[config.mk]
export PLATFORM = sky130hd
export DESIGN_NAME = pipe_hazard_ctrl
export DESIGN_NICKNAME = d
export VERILOG_FILES = /design/src/rtl/pipe_hazard_ctrl_pkg.sv /design/src/rtl/pipe_hazard_ctrl_load_use_detect.sv /design/src/rtl/pipe_hazard_ctrl.sv
export SDC_FILE = /design/constraint.sdc
export NUM_CORES = 1
export LEC_CHECK = 0
export BUFFER_PORTS_ARGS = -buffer_cell sky130_fd_sc_hd__buf_2
export CORE_MARGIN = 5
export CORE_UTILIZATION = 32
export DETAILED_ROUTE_END_ITERATION = 10
export PLACE_DENSITY = 0.77
export SLEW_MARGIN = 5
export SYNTH_ARGS = -nofsm -noshare
export SYNTH_HDL_FRONTEND = slang
export SYNTH_SLANG_ARGS = --single-unit
[constraint.sdc]
create_clock -name clk -period 1.5 [get_ports clk]
set_input_delay 0.3 -clock clk [delete_from_list [all_inputs] [get_ports clk]]
set_output_delay 0.3 -clock clk [all_outputs]
set_load 0.03 [all_outputs]
[src/rtl/pipe_hazard_ctrl_pkg.sv]
// Shared definitions for the pipeline hazard controller: register-address
// width and the hazard FSM state encodings.
`ifndef ADDR_WIDTH
`define ADDR_WIDTH 5
`endif

package pipe_hazard_ctrl_pkg;

   localparam int ADDR_W = `ADDR_WIDTH;

   typedef enum logic [1:0] {
      RUN     = 2'd0,
      DRAIN   = 2'd1,
      RELEASE = 2'd2
   } hz_state_e;

endpackage

[src/rtl/pipe_hazard_ctrl_load_use_detect.sv]
// Load-use comparator: flags an ID instruction that reads the destination of
// a load currently in EX. Purely combinational so a forwarding unit can reuse it.
`ifndef ADDR_WIDTH
`define ADDR_WIDTH 5
`endif

module load_use_detect
   import pipe_hazard_ctrl_pkg::*;
(
   input  logic [`ADDR_WIDTH-1:0] ID_Rs1_Addr,
   input  logic [`ADDR_WIDTH-1:0] ID_Rs2_Addr,
   input  logic                   ID_Use_Rs1,
   input  logic                   ID_Use_Rs2,
   input  logic                   EX_Mem_r,
   input  logic                   EX_Reg_w,
   input  logic [`ADDR_WIDTH-1:0] EX_Rd_Addr,
   output logic                   load_use
);

   logic rs1_hit;
   logic rs2_hit;
   logic rd_live;

   // x0 is hardwired to zero, so a load targeting it never creates a dependency
   assign rd_live  = EX_Mem_r & EX_Reg_w & (EX_Rd_Addr != '0);
   assign rs1_hit  = ID_Use_Rs1 & (ID_Rs1_Addr == EX_Rd_Addr);
   assign rs2_hit  = ID_Use_Rs2 & (ID_Rs2_Addr == EX_Rd_Addr);
   assign load_use = rd_live & (rs1_hit | rs2_hit);

endmodule

[src/rtl/pipe_hazard_ctrl.sv]
// Pipeline hazard controller: produces PC/IF-ID stall and IF-ID/ID-EX flush
// controls for load-use, redirect and CSR serialization hazards.
// Optional performance counters are enabled with the HAZARD_PERF_EN macro.
//
//   state   | meaning
//   --------+------------------------------------------------------------
//   RUN     | normal flow; load-use stalls for one cycle; CSR starts drain
//   DRAIN   | CSR held in ID while bubbles go into EX
//   RELEASE | one free cycle so the CSR advances into EX
`ifndef ADDR_WIDTH
`define ADDR_WIDTH 5
`endif

module pipe_hazard_ctrl
   import pipe_hazard_ctrl_pkg::*;
#(
   parameter int DRAIN_CYCLES = 3,
   parameter int CNT_WIDTH    = 3
) (
   input  logic                   clk,
   input  logic                   rst_n,
   input  logic [`ADDR_WIDTH-1:0] ID_Rs1_Addr,
   input  logic [`ADDR_WIDTH-1:0] ID_Rs2_Addr,
   input  logic                   ID_Use_Rs1,
   input  logic                   ID_Use_Rs2,
   input  logic                   ID_CSR_en,
   input  logic                   EX_Mem_r,
   input  logic                   EX_Reg_w,
   input  logic [`ADDR_WIDTH-1:0] EX_Rd_Addr,
   input  logic                   EX_Redirect,
   output logic                   PC_Stall,
   output logic                   IF_ID_Stall,
   output logic                   IF_ID_Flush,
   output logic                   ID_EX_Flush,
   output logic [31:0]            Stall_Cnt,
   output logic [31:0]            Flush_Cnt
);

   // The RUN cycle that detects the CSR already inserts the first bubble, so
   // the counter covers the remaining DRAIN_CYCLES-1 bubbles spent in DRAIN.
   localparam logic [CNT_WIDTH-1:0] DRAIN_LOAD = CNT_WIDTH'(DRAIN_CYCLES - 1);
   localparam logic [CNT_WIDTH-1:0] CNT_ONE    = CNT_WIDTH'(1);

   hz_state_e            state;
   hz_state_e            state_nxt;
   logic [CNT_WIDTH-1:0] cnt;
   logic [CNT_WIDTH-1:0] cnt_nxt;
   logic                 load_use;
   logic                 stall;
   logic                 flush_if;
   logic                 flush_ex;

   load_use_detect u_load_use_detect (
      .ID_Rs1_Addr (ID_Rs1_Addr),
      .ID_Rs2_Addr (ID_Rs2_Addr),
      .ID_Use_Rs1  (ID_Use_Rs1),
      .ID_Use_Rs2  (ID_Use_Rs2),
      .EX_Mem_r    (EX_Mem_r),
      .EX_Reg_w    (EX_Reg_w),
      .EX_Rd_Addr  (EX_Rd_Addr),
      .load_use    (load_use)
   );

   // State and drain-counter registers
   always_ff @(posedge clk) begin
      if (!rst_n) begin
         state <= RUN;
         cnt   <= '0;
      end else begin
         state <= state_nxt;
         cnt   <= cnt_nxt;
      end
   end

   // Next-state and hazard controls; redirect beats CSR drain beats load-use
   always_comb begin
      state_nxt = state;
      cnt_nxt   = cnt;
      stall     = 1'b0;
      flush_if  = 1'b0;
      flush_ex  = 1'b0;
      if (EX_Redirect) begin
         flush_if  = 1'b1;
         flush_ex  = 1'b1;
         state_nxt = RUN;
         cnt_nxt   = '0;
      end else begin
         case (state)
            RUN: begin
               if (ID_CSR_en) begin
                  stall     = 1'b1;
                  flush_ex  = 1'b1;
                  cnt_nxt   = DRAIN_LOAD;
                  state_nxt = (DRAIN_CYCLES == 1) ? RELEASE : DRAIN;
               end else if (load_use) begin
                  stall    = 1'b1;
                  flush_ex = 1'b1;
               end
            end
            DRAIN: begin
               stall    = 1'b1;
               flush_ex = 1'b1;
               cnt_nxt  = cnt - CNT_ONE;
               if (cnt == CNT_ONE) begin
                  state_nxt = RELEASE;
               end
            end
            RELEASE: begin
               state_nxt = RUN;
            end
            default: begin
               state_nxt = RUN;
               cnt_nxt   = '0;
            end
         endcase
      end
   end

   // Controls are held quiet while reset is asserted
   always_comb begin
      PC_Stall    = rst_n & stall;
      IF_ID_Stall = rst_n & stall;
      IF_ID_Flush = rst_n & flush_if;
      ID_EX_Flush = rst_n & flush_ex;
   end

`ifdef HAZARD_PERF_EN
   logic [31:0] stall_cnt_q;
   logic [31:0] flush_cnt_q;

   // Free-running event counters, wrapping at 2^32
   always_ff @(posedge clk) begin
      if (!rst_n) begin
         stall_cnt_q <= '0;
         flush_cnt_q <= '0;
      end else begin
         if (PC_Stall) begin
            stall_cnt_q <= stall_cnt_q + 32'd1;
         end
         if (EX_Redirect) begin
            flush_cnt_q <= flush_cnt_q + 32'd1;
         end
      end
   end

   assign Stall_Cnt = stall_cnt_q;
   assign Flush_Cnt = flush_cnt_q;
`else
   assign Stall_Cnt = '0;
   assign Flush_Cnt = '0;
`endif

endmodule

==> out/summary.txt, run 1 <==
======================================================================================================
Status .................................................................................. finished, violations left
Violations in the final reports ......................................................... setup timing
Clock latency reported for the late side of the worst-skew pair .........................       250 ps
Die outline height ...................................................................... 63.4 microns
Num CTS Buffers .........................................................................            3
Final cycle utilization of the critical path ............................................         113%
TritonCTS clock tree ....................................................................        built
HPWL reported at the end of detailed placement .......................................... 1550 microns
Leakage component of the power ..........................................................  0.000519 uW
Area grow syn2layout ....................................................................        5.36%
Number of synthesized register bits .....................................................            5
Share of layout cells above drive strength 1 ............................................        25.7%
Diodes inserted .........................................................................            0
Critical path class ..................................................................... input port to output port
Utilization of the core after routing ...................................................        35.1%
Required time worst endpoint ............................................................      1200 ps
EDFF count, synth .......................................................................            0
First drt pass iteration count ..........................................................            4
Die width ............................................................................... 63.4 microns
RSZ-0062 raised after global routing ....................................................         true
Top cells by area, synth ................................................................ buf_4 (54%), dfxtp_1 (11%), xor2_1 (7.7%)
Number of vias in the routed layout .....................................................          637
Number of buffers inserted for hold repair after clock tree synthesis ...................            0
Proportion of register bits with asynchronous set or reset after synthesis ..............           0%
Largest net degree at the start of global routing .......................................            6
Largest buffer count on any clock path ..................................................            2
Number of global-route vias before repair ...............................................          535
Maximum capacitance violations ..........................................................            0
# Post-CTS Setup Buffers ................................................................            0
Total of buffers placed on input and output ports .......................................           26
Setup slack after layout ................................................................      -195 ps
Aggregate global-route resource usage ...................................................        7.10%
Overall routed net length ............................................................... 1700 microns
PnR Total Power .........................................................................       658 uW
Cell Count Post-Placement ...............................................................          179
Class of the worst hold path ............................................................ input port to flip-flop
Setup-failing EPs final .................................................................            3
Mean post-synth cell area ...............................................................   7.65 sq um
Main synth FF type ......................................................................      dfxtp_1
Worst-path fanout max ...................................................................            3
Cell area power density .................................................................  685 mW/mm^2
Die Footprint ........................................................................... 0.00401 sq mm
Mean routed wirelength per cell ......................................................... 9.26 microns
Gate count after technology mapping .....................................................          119
Clock root cell .........................................................................     clkbuf_4
Global route total overflow .............................................................            0
Number of sinks driven by the clock tree ................................................            5
Largest voltage drop on the vdd net .....................................................       393 uV
Non-filler cells, final .................................................................          183
Nature of the critical path startpoint ..................................................   input port
Synth warnings ..........................................................................            0
Seq/Total Area, Yosys ...................................................................        11.0%
Per-cell via count in the routed design .................................................         3.48
Kind of end point of the critical path ..................................................  output port
Most frequently used cell type in the post-synthesis netlist ............................        buf_4
Top cells by instance count after synthesis ............................................. buf_4 (65), xor2_1 (8), inv_1 (6)
Setup Slack @ Placement .................................................................      -269 ps
Minimum period implied by the final worst setup slack ...................................      1700 ps
Distinct cell type count of the synthesized netlist .....................................           23
Starting utilization of the core area ...................................................        33.3%
Antenna violations before repair ........................................................            0
Violation count after the first detailed-routing iteration ..............................           12
Final nets ..............................................................................          178
Number of levels the H-tree was split into ..............................................            1
Clock transition at the register clock pins on the worst setup and hold paths after CTS .        40 ps
Post-Synthesis Cell Area ................................................................    911 sq um
Antenna viol nets, final ................................................................            0
Boundary Pins ...........................................................................           91
Row Count ...............................................................................           19
Hold Fails Final Rpt ....................................................................            0
Dominant cell type by area after synthesis ..............................................        buf_4
Fraction of post-synthesis cell area in the top cell type by area .......................        53.6%
First-pass GRT wire length .............................................................. 2170 microns
Achievable clock frequency ..............................................................      590 MHz
Data arrival at the endpoint of the critical path .......................................      1400 ps
Total count of max-transition violations in the final report ............................            0
Final weighted congestion in routability-driven placement ...............................        0.776
Setup tns final .........................................................................      -568 ps
Worst clock skew on the final layout ....................................................      7.19 ps
Total DRC errors in the routed layout ...................................................            0
Area of the placeable core .............................................................. 0.00273 sq mm
======================================================================================================
cell families after synthesis:
| family | count (synthesis) | share of synthesized area, % |
|---|---|---|
| AND/OR/NAND/NOR | 17 | 10.6 |
| XOR/XNOR | 11 | 10.6 |
| other | 1 | 0.412 |
| flip-flops | 5 | 11.0 |
| buffers and inverters | 71 | 56.0 |
| AO/OA/AOI/OAI | 11 | 7.56 |
| adder cells (fa/ha/maj) | 2 | 2.75 |
| multiplexers | 1 | 1.10 |
cells in the final DEF (no fill, tap or decap):
| cell | Yosys | layout |
|---|---|---|
| nand2_1 | 1 | 1 |
| and2_0 | 1 | 1 |
| nor2b_1 | 2 | 2 |
| nor4_1 | 3 | 3 |
| conb_1 | 1 | 64 |
| buf_2 | 0 | 19 |
| a32oi_1 | 1 | 1 |
| mux2i_1 | 1 | 1 |
| o21ai_2 | 0 | 1 |
| a31oi_1 | 1 | 1 |
| or4_4 | 1 | 1 |
| buf_6 | 0 | 5 |
| o21ai_1 | 2 | 1 |
| dfxtp_1 | 5 | 5 |
| and2_1 | 1 | 1 |
| nor2_1 | 5 | 5 |
| a21oi_1 | 4 | 4 |
| clkbuf_4 | 0 | 3 |
| or2_2 | 1 | 1 |
| xnor2_1 | 3 | 3 |
| buf_8 | 0 | 2 |
| clkbuf_1 | 0 | 1 |
| nand2b_1 | 2 | 2 |
| o2111ai_2 | 0 | 2 |
| ha_1 | 2 | 2 |
| o22ai_1 | 1 | 1 |
| buf_4 | 65 | 5 |
| xor2_1 | 8 | 8 |
| inv_1 | 6 | 6 |
flip-flops by register name, indices dropped and copies added, names as in the netlist:
name	flops
cnt	3
state	2
repair_timing:
action | 4_1_cts | 5_1_grt
pin swaps | 2 | 0
gates resized for setup | 15 | 3
setup endpoints to repair | 3 | 3
routing by layer:
metal	GRT usage [%]	vias up	wire [microns]
met3	1.42	4	242
met4	7.01	0	54
met5	0	-	0
met2	12.3	48	872
met1	6.71	268	525
li1	-	317	-
stage by stage:
stage,hold slack (ps),cell area (sq um)
finish,458,960
floorplan,465,1150
CTS,458,946
detailed placement,500,870
global placement,481,870
global route,512,960
worst paths after layout:
path         endpoint     startpoint  slack [ps]  cells after the start
max          PC_Stall  EX_Rd_Addr[4]        -200                      5
min            cnt[0]      ID_CSR_en         460                      4
max reg2reg    cnt[1]         cnt[0]         330                      6
min reg2reg  state[1]         cnt[2]         510                      1
area by class of cell:
type,instances,area (sq um)
Clock buffer,4,26.3
Fill cell,293,1770
Inverter,6,22.5
Multi-Input combinational cell,106,553
Sequential cell,5,100
Tap cell,31,38.8
Timing Repair Buffer,31,219
where the power goes:
part / internal, uW / total, uW / switching (uW)
registers: 137 / 140 / 2.11
clock network: 101 / 158 / 56.8
logic: 78.9 / 361 / 282
critical path: stages:
cell and delay (ps):
buf_8 100, or4_4 540, o2111ai_2 190, o21ai_2 110, buf_6 150
No activity file was read; power rests on OpenSTA's default activity.
==> run 2: changes to the inputs <==
==> constraint.sdc (replaced) <==
create_clock -name clk -period 1.5 [get_ports clk]
set_input_delay 0.15 -clock clk [delete_from_list [all_inputs] [get_ports clk]]
set_output_delay 0.15 -clock clk [all_outputs]
set_load 0.03 [all_outputs]
==> run 2 against run 1 <==
The flow now finishes without violations. Non-clock buffer count down 4. Fmax increased by 19%. Die area unchanged. Critical path type unchanged.
==> out/summary.txt, run 2 (synthesized netlist as in run 1, its figures left out) <==
======================================================================================================
Final nets ..............................................................................          174   -2.2%
Number of flip-flops in the largest register ............................................            3   unchanged
Largest buffer count on any clock path ..................................................            2   unchanged
Required time worst endpoint ............................................................      1350 ps   +150 ps
Final weighted congestion in routability-driven placement ...............................        0.794   +2.4%
Mean routed wirelength per cell ......................................................... 9.05 microns   -2.3%
Maximum capacitance violations ..........................................................            0   unchanged
Antenna violations before repair ........................................................            0   unchanged
HPWL reported at the end of detailed placement .......................................... 1480 microns   -4.3%
Boundary Pins ...........................................................................           91   unchanged
Clock transition at the register clock pins on the worst setup and hold paths after CTS .        40 ps   about the same
Global route total overflow .............................................................            0   unchanged
Number of sinks driven by the clock tree ................................................            5   unchanged
Setup Slack @ Placement .................................................................      30.9 ps   +300 ps
Area grow syn2layout ....................................................................       -2.34%
Total of buffers placed on input and output ports .......................................           26   unchanged
Largest net degree at the start of global routing .......................................            7   +1
Class of the worst hold path ............................................................ input port to flip-flop
First drt pass iteration count ..........................................................            4   unchanged
Die Footprint ........................................................................... 0.00401 sq mm   unchanged
Hold Fails Final Rpt ....................................................................            0   unchanged
Area of the placeable core .............................................................. 0.00273 sq mm   unchanged
Number of levels the H-tree was split into ..............................................            1   unchanged
Number of buffers inserted for hold repair after clock tree synthesis ...................            0   unchanged
TritonCTS clock tree ....................................................................        built
Most used cells in the layout excluding fill and tap cells .............................. conb_1 (64), buf_2 (23), xor2_1 (8), inv_1 (6)
Kind of end point of the critical path ..................................................  output port
Number of instances on the worst hold path ..............................................            4   unchanged
Max incr delay on CP ....................................................................       550 ps   about the same
Diodes inserted .........................................................................            0   unchanged
Setup-failing EPs final .................................................................            0   -3
Total area of multi-input combinational cells ...........................................    556 sq um   +0.45%
Share of layout cells above drive strength 1 ............................................        25.0%   -0.66 points
Largest voltage drop on the vdd net .....................................................       352 uV   -11%
Cell area power density .................................................................  716 mW/mm^2   +4.5%
CP max-delay cell .......................................................................        or4_4
Clock latency reported for the late side of the worst-skew pair .........................       240 ps   about the same
Status .................................................................................. complete, no violations
Row Count ...............................................................................           19   unchanged
First-pass GRT wire length .............................................................. 1950 microns   -10%
Worst-path fanout max ...................................................................            3   unchanged
Num CTS Buffers .........................................................................            3   unchanged
Die width ............................................................................... 63.4 microns   unchanged
Clock root cell .........................................................................     clkbuf_4
Number of global-route vias before repair ...............................................          494   -7.7%
Data arrival at the endpoint of the critical path .......................................      1280 ps   -120 ps
Most common library cell in the layout ignoring fill and taps ...........................       conb_1
Depth of the worst register-to-register path ............................................            6   unchanged
Critical path class ..................................................................... input port to output port
Worst reg-to-reg setup slack ............................................................       310 ps   -20 ps
Antenna viol nets, final ................................................................            0   unchanged
Setup slack after layout ................................................................      71.6 ps   +267 ps
Final cycle utilization of the critical path ............................................        95.2%   -18 points
Minimum period implied by the final worst setup slack ...................................      1430 ps   -267 ps
Total DRC errors in the routed layout ...................................................            0   unchanged
Largest register by flop count ..........................................................          cnt
Number of vias in the routed layout .....................................................          630   -1.1%
Largest registers ....................................................................... cnt: 3 flops, state: 2 flops
Worst-path cell chain ................................................................... buf_2 > or4_4 > o2111ai_2 > o21ai_2 > buf_4
Per-cell via count in the routed design .................................................         3.52   +1.1%
Nature of the critical path startpoint ..................................................   input port
Achievable clock frequency ..............................................................      700 MHz   +19%
Aggregate global-route resource usage ...................................................        6.23%   -0.87 points
Non-filler cells, final .................................................................          179   -2.2%
Number of filler instances in the final layout ..........................................          303   +3.4%
PnR Total Power .........................................................................       637 uW   -3.1%
Cell Count Post-Placement ...............................................................          175   -2.2%
Die outline height ...................................................................... 63.4 microns   unchanged
Overall routed net length ............................................................... 1620 microns   -4.4%
Worst clock skew on the final layout ....................................................      2.35 ps   -4.84 ps
Violation count after the first detailed-routing iteration ..............................            7   -5
Total count of max-transition violations in the final report ............................            0   unchanged
Leakage component of the power ..........................................................  0.000486 uW   -6.4%
Starting utilization of the core area ...................................................        33.3%   unchanged
FF+latch area ...........................................................................    101 sq um   +1.2%
======================================================================================================
==> run 2: cell type report <==
class / count / share of cell area, %
clock buffers: 4 / 2.95
inverters: 6 / 2.53
multi-input cells: 106 / 62.4
flip-flops and latches: 5 / 11.4
well taps: 31 / 4.36
repair buffers: 27 / 16.3
==> run 2: power breakdown <==
part | total [uW] | switching (uW) | internal [uW]
combinational | 340 | 277 | 62.7
sequential | 142 | 3.98 | 138
clock | 155 | 54.8 | 101
==> run 2: final timing paths <==
kind / from / end
max: EX_Rd_Addr[1] / PC_Stall
min: ID_CSR_en / cnt[0]
max reg2reg: cnt[0] / cnt[1]
min reg2reg: cnt[2] / state[0]
==> run 2: metal layers <==
metal,GRT usage [%],vias up,part of all wire [%]
met5,0,-,0
met4,4.68,0,1.2
met3,1.60,2,15
met2,10.2,50,50
met1,6.82,270,33
li1,-,308,-
==> run 2: what timing repair did <==
| action | in CTS | in global routing |
|---|---|---|
| buffers inserted | 0 | 0 |
| gates resized for setup | 0 | 11 |
| setup endpoints to repair | 0 | 3 |
==> run 2: through the flow <==
step           TNS (ps)  area [sq um]  util, %  hold slack, ps
6_report              0           890     32.5             320
5_1_grt           -9.38           890     32.5             346
4_1_cts               0           866     31.7             290
3_5_place_dp          0           840     30.7             498
3_3_place_gp          0           840     30.7             487
2_1_floorplan         0          1150        -             371
==> run 2: worst max-delay path: cells and delay by family <==
family / cells / cell delay, ps
AOI/OAI and AO/OA: 2 / 280
buffers and inverters: 2 / 290
and+or+nand+nor: 1 / 550
